**src/rtl/mem_arb_pkg.sv**
```systemverilog
// Shared types and defaults for the N-channel cache-line memory arbiter.
// Holds the FSM state enum, parameter defaults and the owner-index width helper.
package mem_arb_pkg;

  typedef enum logic {
    IDLE = 1'b0,
    BUSY = 1'b1
  } arb_state_t;

  localparam int DEF_NUM_CH = 2;
  localparam int DEF_LINE_W = 256;
  localparam int DEF_ADDR_W = 32;
  localparam int DEF_IDX_W  = $clog2(DEF_NUM_CH);

  typedef logic [DEF_IDX_W-1:0] owner_idx_t;

  // Index width for a channel count; a single channel still needs one bit.
  function automatic int idx_w(input int n);
    return (n > 1) ? $clog2(n) : 1;
  endfunction

endpackage

```
**src/rtl/arb_pick_n.sv**
```systemverilog
// Purpose: pick the first requesting channel after ptr, cyclically; returns one-hot grant and index.
// Latency: purely combinational, no state.
// Backpressure: none; callers mask ineligible requests before they reach req.
module arb_pick_n
  import mem_arb_pkg::*;
#(
  parameter int NUM_CH = DEF_NUM_CH,
  parameter int IDX_W  = idx_w(NUM_CH)
) (
  input  logic [NUM_CH-1:0] req,
  input  logic [IDX_W-1:0]  ptr,
  output logic [NUM_CH-1:0] gnt,
  output logic [IDX_W-1:0]  idx,
  output logic              any
);

  // Search starts one past ptr, so ptr = NUM_CH-1 degenerates to lowest-index-wins.
  always_comb begin
    logic [IDX_W-1:0] c;
    gnt = '0;
    idx = '0;
    any = 1'b0;
    c   = '0;
    for (int off = 1; off <= NUM_CH; off++) begin
      c = IDX_W'((int'(ptr) + off) % NUM_CH);
      if (!any && req[c]) begin
        any    = 1'b1;
        gnt[c] = 1'b1;
        idx    = c;
      end
    end
  end

endmodule

```
**src/rtl/mem_arbiter_n.sv**
```systemverilog
// Purpose: grant one cache-line client per pmem burst, latch its command, route pmem_resp/rdata back.
// Latency: request seen in IDLE cycle t drives pmem_* at t+1; one IDLE cycle between bursts.
// Backpressure: clients hold requests until ch_resp; ARB_ROUND_ROBIN_EN selects rotating priority.
module mem_arbiter_n
  import mem_arb_pkg::*;
#(
  parameter int NUM_CH = DEF_NUM_CH,
  parameter int LINE_W = DEF_LINE_W,
  parameter int ADDR_W = DEF_ADDR_W
) (
  input  logic                     clk,
  input  logic                     rst,
  input  logic [NUM_CH-1:0]        ch_read,
  input  logic [NUM_CH-1:0]        ch_write,
  input  logic [NUM_CH*ADDR_W-1:0] ch_address,
  input  logic [NUM_CH*LINE_W-1:0] ch_wdata,
  output logic [NUM_CH*LINE_W-1:0] ch_rdata,
  output logic [NUM_CH-1:0]        ch_resp,
  output logic                     pmem_read,
  output logic                     pmem_write,
  output logic [ADDR_W-1:0]        pmem_address,
  output logic [LINE_W-1:0]        pmem_wdata,
  input  logic [LINE_W-1:0]        pmem_rdata,
  input  logic                     pmem_resp
);

  localparam int IDX_W = idx_w(NUM_CH);

  arb_state_t state, state_nxt;

  logic [IDX_W-1:0]  owner;
  logic [IDX_W-1:0]  ptr;
  logic [IDX_W-1:0]  win_idx;
  logic [NUM_CH-1:0] guard;
  logic [NUM_CH-1:0] req;
  logic [NUM_CH-1:0] win_gnt;
  logic              win_any;
  logic              load;
  logic              done;
  logic              sel_read;
  logic              sel_write;
  logic [ADDR_W-1:0] sel_addr;
  logic [LINE_W-1:0] sel_wdata;

  // The channel just answered may still show its request for one cycle.
  assign req = (ch_read | ch_write) & ~guard;

  arb_pick_n #(
    .NUM_CH (NUM_CH),
    .IDX_W  (IDX_W)
  ) u_pick (
    .req (req),
    .ptr (ptr),
    .gnt (win_gnt),
    .idx (win_idx),
    .any (win_any)
  );

  always_comb begin
    sel_read  = 1'b0;
    sel_write = 1'b0;
    sel_addr  = '0;
    sel_wdata = '0;
    for (int i = 0; i < NUM_CH; i++) begin
      if (win_gnt[i]) begin
        sel_read  = sel_read  | ch_read[i];
        sel_write = sel_write | ch_write[i];
        sel_addr  = sel_addr  | ch_address[i*ADDR_W +: ADDR_W];
        sel_wdata = sel_wdata | ch_wdata[i*LINE_W +: LINE_W];
      end
    end
  end

`ifdef ARB_ROUND_ROBIN_EN
  always_ff @(posedge clk or posedge rst) begin
    if (rst) begin
      ptr <= IDX_W'(NUM_CH - 1);
    end else if (load) begin
      ptr <= win_idx;
    end
  end
`else
  assign ptr = IDX_W'(NUM_CH - 1);
`endif

  always_ff @(posedge clk or posedge rst) begin
    if (rst) begin
      state <= IDLE;
    end else begin
      state <= state_nxt;
    end
  end

  always_comb begin
    state_nxt = state;
    load      = 1'b0;
    done      = 1'b0;
    ch_resp   = '0;
    ch_rdata  = '0;
    case (state)
      IDLE: begin
        if (win_any) begin
          load      = 1'b1;
          state_nxt = BUSY;
        end
      end
      BUSY: begin
        if (pmem_resp) begin
          done      = 1'b1;
          state_nxt = IDLE;
        end
        for (int i = 0; i < NUM_CH; i++) begin
          if (owner == IDX_W'(i)) begin
            ch_resp[i]                    = pmem_resp;
            ch_rdata[i*LINE_W +: LINE_W] = pmem_rdata;
          end
        end
      end
    endcase
  end

  always_ff @(posedge clk or posedge rst) begin
    if (rst) begin
      pmem_read    <= 1'b0;
      pmem_write   <= 1'b0;
      pmem_address <= '0;
      pmem_wdata   <= '0;
      owner        <= '0;
      guard        <= '0;
    end else begin
      guard <= ch_resp;
      if (load) begin
        pmem_read    <= sel_read;
        pmem_write   <= sel_write;
        pmem_address <= sel_addr;
        pmem_wdata   <= sel_wdata;
        owner        <= win_idx;
      end else if (done) begin
        pmem_read  <= 1'b0;
        pmem_write <= 1'b0;
      end
    end
  end

endmodule

```
**config.mk**
```make
export PLATFORM = sky130hd
export DESIGN_NAME = mem_arbiter_n
export DESIGN_NICKNAME = d
export VERILOG_FILES = /design/src/rtl/mem_arb_pkg.sv /design/src/rtl/arb_pick_n.sv /design/src/rtl/mem_arbiter_n.sv
export SDC_FILE = /design/constraint.sdc
export NUM_CORES = 1
export LEC_CHECK = 0
export CAP_MARGIN = 5
export CELL_PAD_IN_SITES_DETAIL_PLACEMENT = 1
export CELL_PAD_IN_SITES_GLOBAL_PLACEMENT = 1
export CORE_AREA = 2 2 638 640
export CTS_CLUSTER_SIZE = 12
export DETAILED_ROUTE_END_ITERATION = 12
export DIE_AREA = 0 0 640 642
export MAX_ROUTING_LAYER = met4
export PLACE_DENSITY_LB_ADDON = 0.1
export SETUP_SLACK_MARGIN = 0.1
export SLEW_MARGIN = 20
export SYNTH_ARGS = -nofsm -noshare
export SYNTH_HDL_FRONTEND = slang
export SYNTH_SLANG_ARGS = --single-unit
```
**constraint.sdc**
```tcl
create_clock -name clk -period 9.3 [get_ports clk]
set_input_delay 1.86 -clock clk [delete_from_list [all_inputs] [get_ports clk]]
set_output_delay 1.86 -clock clk [all_outputs]
set_load 0.005 [all_outputs]
```
==> out/results.ini <==
[run_status]
outcome = completed

[sta]
max_freq_ghz = 0.164
finalCritPeriodShare_pct = 65.5
rsz0062_at_grt = false
setup_tns_ns = 0
finClkSkew_ns = 0.0448
worst_slew_pin_slew_ns = 1.19
timing.final.setup_violations = 0
relSlewSlack_pct = 20.9
final-hold-violation-count = 0
finalMaxSlewViolations = 0
period_minus_slack_ns = 6.10

[global_route]
grt_start_max_net_pins = 140
grt_pass1_vias = 25100
grt_use_total_pct = 12.4
overflow = 0
grt_pass1_wl_um = 318000
antenna_found_initial = 206

[drt]
drt-total-wl_um = 257000
vias_per_cell = 2.62
dr.pass1.iters = 4
ant_nets = 0
drt_iter0_markers = 859
route.vias.total = 23400
avgRoutedWirePerCell_um = 28.7
drc = 0

[cells_and_area]
instances_no_fill = 8951
nets = 4268
syn2layout_area_growth_pct = 131
nFillCells = 47400
layout-drive-gt1-share_pct = 3.49

[floorplan]
rows = 234
start_util_pct = 4.58
pin_count = 1643
die_w_um = 640
die_height_um = 642
die_area_um2 = 411000
core_area_um2 = 404000

[cts]
tritoncts = yes
cts.htree.levels = 2
ctsHoldBuffers = 0
post_cts_buffers = 0
clk_pin_slew_ns = 0.05
cts_made_buffers = 51
clkLatencyLatePin_ns = 0.68
root_buffer = clkbuf_16
cts_resized = 0
clock-sinks = 294
clockBufferDepth = 3

[worst_hold_path]
hold_path.class = register to register
hold_end = pmem_wdata[109]
holdCritStartpoint = pmem_wdata[109]
hold_depth = 1

[worst_setup_path]
reg2regPathDepth = 5
crit_path_max_incr_delay_ns = 0.71
crit_chain = inv_8 > nor2_4 > buf_4 > buf_12 > and2_1 > clkdlybuf4s50_1
crit_type = register to output pin
end_kind = output pin
r2r-start = guard[0]
rrSetupSlack_ns = 5.73
path_max_fanout = 121
worstPathRequired_ns = 7.44
crit_slowest_cell = clkdlybuf4s50_1
worstPathArrival_ns = 4.24
worst-path-buf-inv = 4
worst_setup_path_start_kind = register
worstReg2RegEnd = pmem_wdata[215]
critical-path-top-delay-family = buffers and inverters

[logic_synthesis]
synth_area_leader_cell = dfrtp_1
synthTopCellsByArea = dfrtp_1 (40%), and3_1 (18%), a221o_1 (16%), and2_1 (8.7%), nor2b_1 (7.7%)
syn_inst = 1942
syn_area_um2 = 18500
syn_avg_cell_area_um2 = 9.53
synth_fp_nets = 2781
yosysTopAreaCellShare_pct = 39.7
synthArstFlopShare_pct = 100
ys_ff_latch = 294
yosysWarnings = 0
synth_ff_type = dfrtp_1
synth_commonest_cells = and3_1 (545), dfrtp_1 (294), a221o_1 (288), and2_1 (258), nor2b_1 (228)
ys_types = 22
yosysMostFrequentCell = and3_1
synth-edff-count = 0
yosysSeqAreaShare_pct = 39.7

[placed_design]
gp_congestion = 0.808
place_hpwl_um = 210000
dp.cells = 8803
io_buffer_count = 1642

[pwr]
peakVddDrop_mv = 0.102
power.density_nw_per_um2 = 204
p_leak_nw = 16.4

[run]
maxCapViolCount = 0

## state kept, by name, summed over array words and instances (netlist names)
signal	cells
owner	1
guard	2
pmem_wdata	256
state	1
pmem_write	1
pmem_address	32
pmem_read	1
## power breakdown
| part | internal (mW) | switching [mW] |
|---|---|---|
| clock | 1.17 | 0.863 |
| sequential | 1.72 | 0.375 |
| combinational | 2.32 | 2.27 |
## metrics by stage
stage / total power, mW / cell area, um^2 / setup slack [ns] / utilization [%] / hold WS (ns)
after floorplan: 3.35 / 18500 / 3.54 / - / 0.505
after global placement: 7.00 / 40900 / 3.51 / 10.1 / 0.495
after detailed placement: 6.95 / 40900 / 3.52 / 10.1 / 0.500
after CTS: 9.15 / 42600 / 2.93 / 10.5 / 0.515
after global routing: 9.33 / 42700 / 2.88 / 10.6 / 0.529
final: 8.73 / 42800 / 3.20 / 10.6 / 0.507
## worst max path at each step
stage	endpoint	startpoint	slack, ns	cells after the start
6_report	ch_rdata[7]	state	3.20	6
5_1_grt	ch_rdata[7]	state	2.88	6
4_1_cts	ch_rdata[7]	state	2.93	6
3_5_place_dp	ch_rdata[250]	pmem_rdata[250]	3.52	3
3_3_place_gp	ch_rdata[250]	pmem_rdata[250]	3.51	3
2_1_floorplan	guard[0]	rst	3.54	1
## logic make-up (layout without fill, tap and decap cells)
| logic type | count (synthesis) | after routing | share of synthesized area (%) |
|---|---|---|---|
| buffers and inverters | 250 | 1779 | 6.70 |
| AOI/OAI and AO/OA | 301 | 301 | 16.1 |
| and+or+nand+nor | 1097 | 1097 | 37.5 |
| DFF | 294 | 294 | 39.7 |
| other | 0 | 52 | 0 |
## cell usage in the layout (no fill, tap or decap), drive strengths merged
cell type      instances
nor3                   1
nor2b                228
nand3b                 2
clkdlybuf4s50       1642
and2b                 60
bufinv                 2
buf                   37
inv                    5
a21oi                  5
clkinvlp               2
clkinv                 7
dfrtp                294
diode                 52
o21ai                  1
a221o                288
o21bai                 1
o21ba                  2
nand2b                 2
a211o                  2
a32oi                  2
clkbuf                84
and3                 545
nor2                   1
and2                 258
## layout make-up
type	instances	area (um^2)	share of cell area (%)
clock inverters	11	148	0.345
multi-input cells	1398	9940	23.2
well taps	5428	6790	15.9
clock buffers	84	1530	3.58
flip-flops and latches	294	7360	17.2
repair buffers	1679	16800	39.3
inverters	5	30.0	0.0702
diodes	52	130	0.304
## metal layers
layer / track usage [%] / share of wire, % / routed length (um) / vias up
met1: 11.2 / 33 / 84200 / 11800
li1: - / - / - / 10200
met3: 4.67 / 8.9 / 22900 / 373
met2: 24.4 / 56 / 145000 / 1123
met4: 1.96 / 2.1 / 5460 / 0
met5: - / 0 / 0 / -
Note: power is estimated with default switching activity, not from simulation.
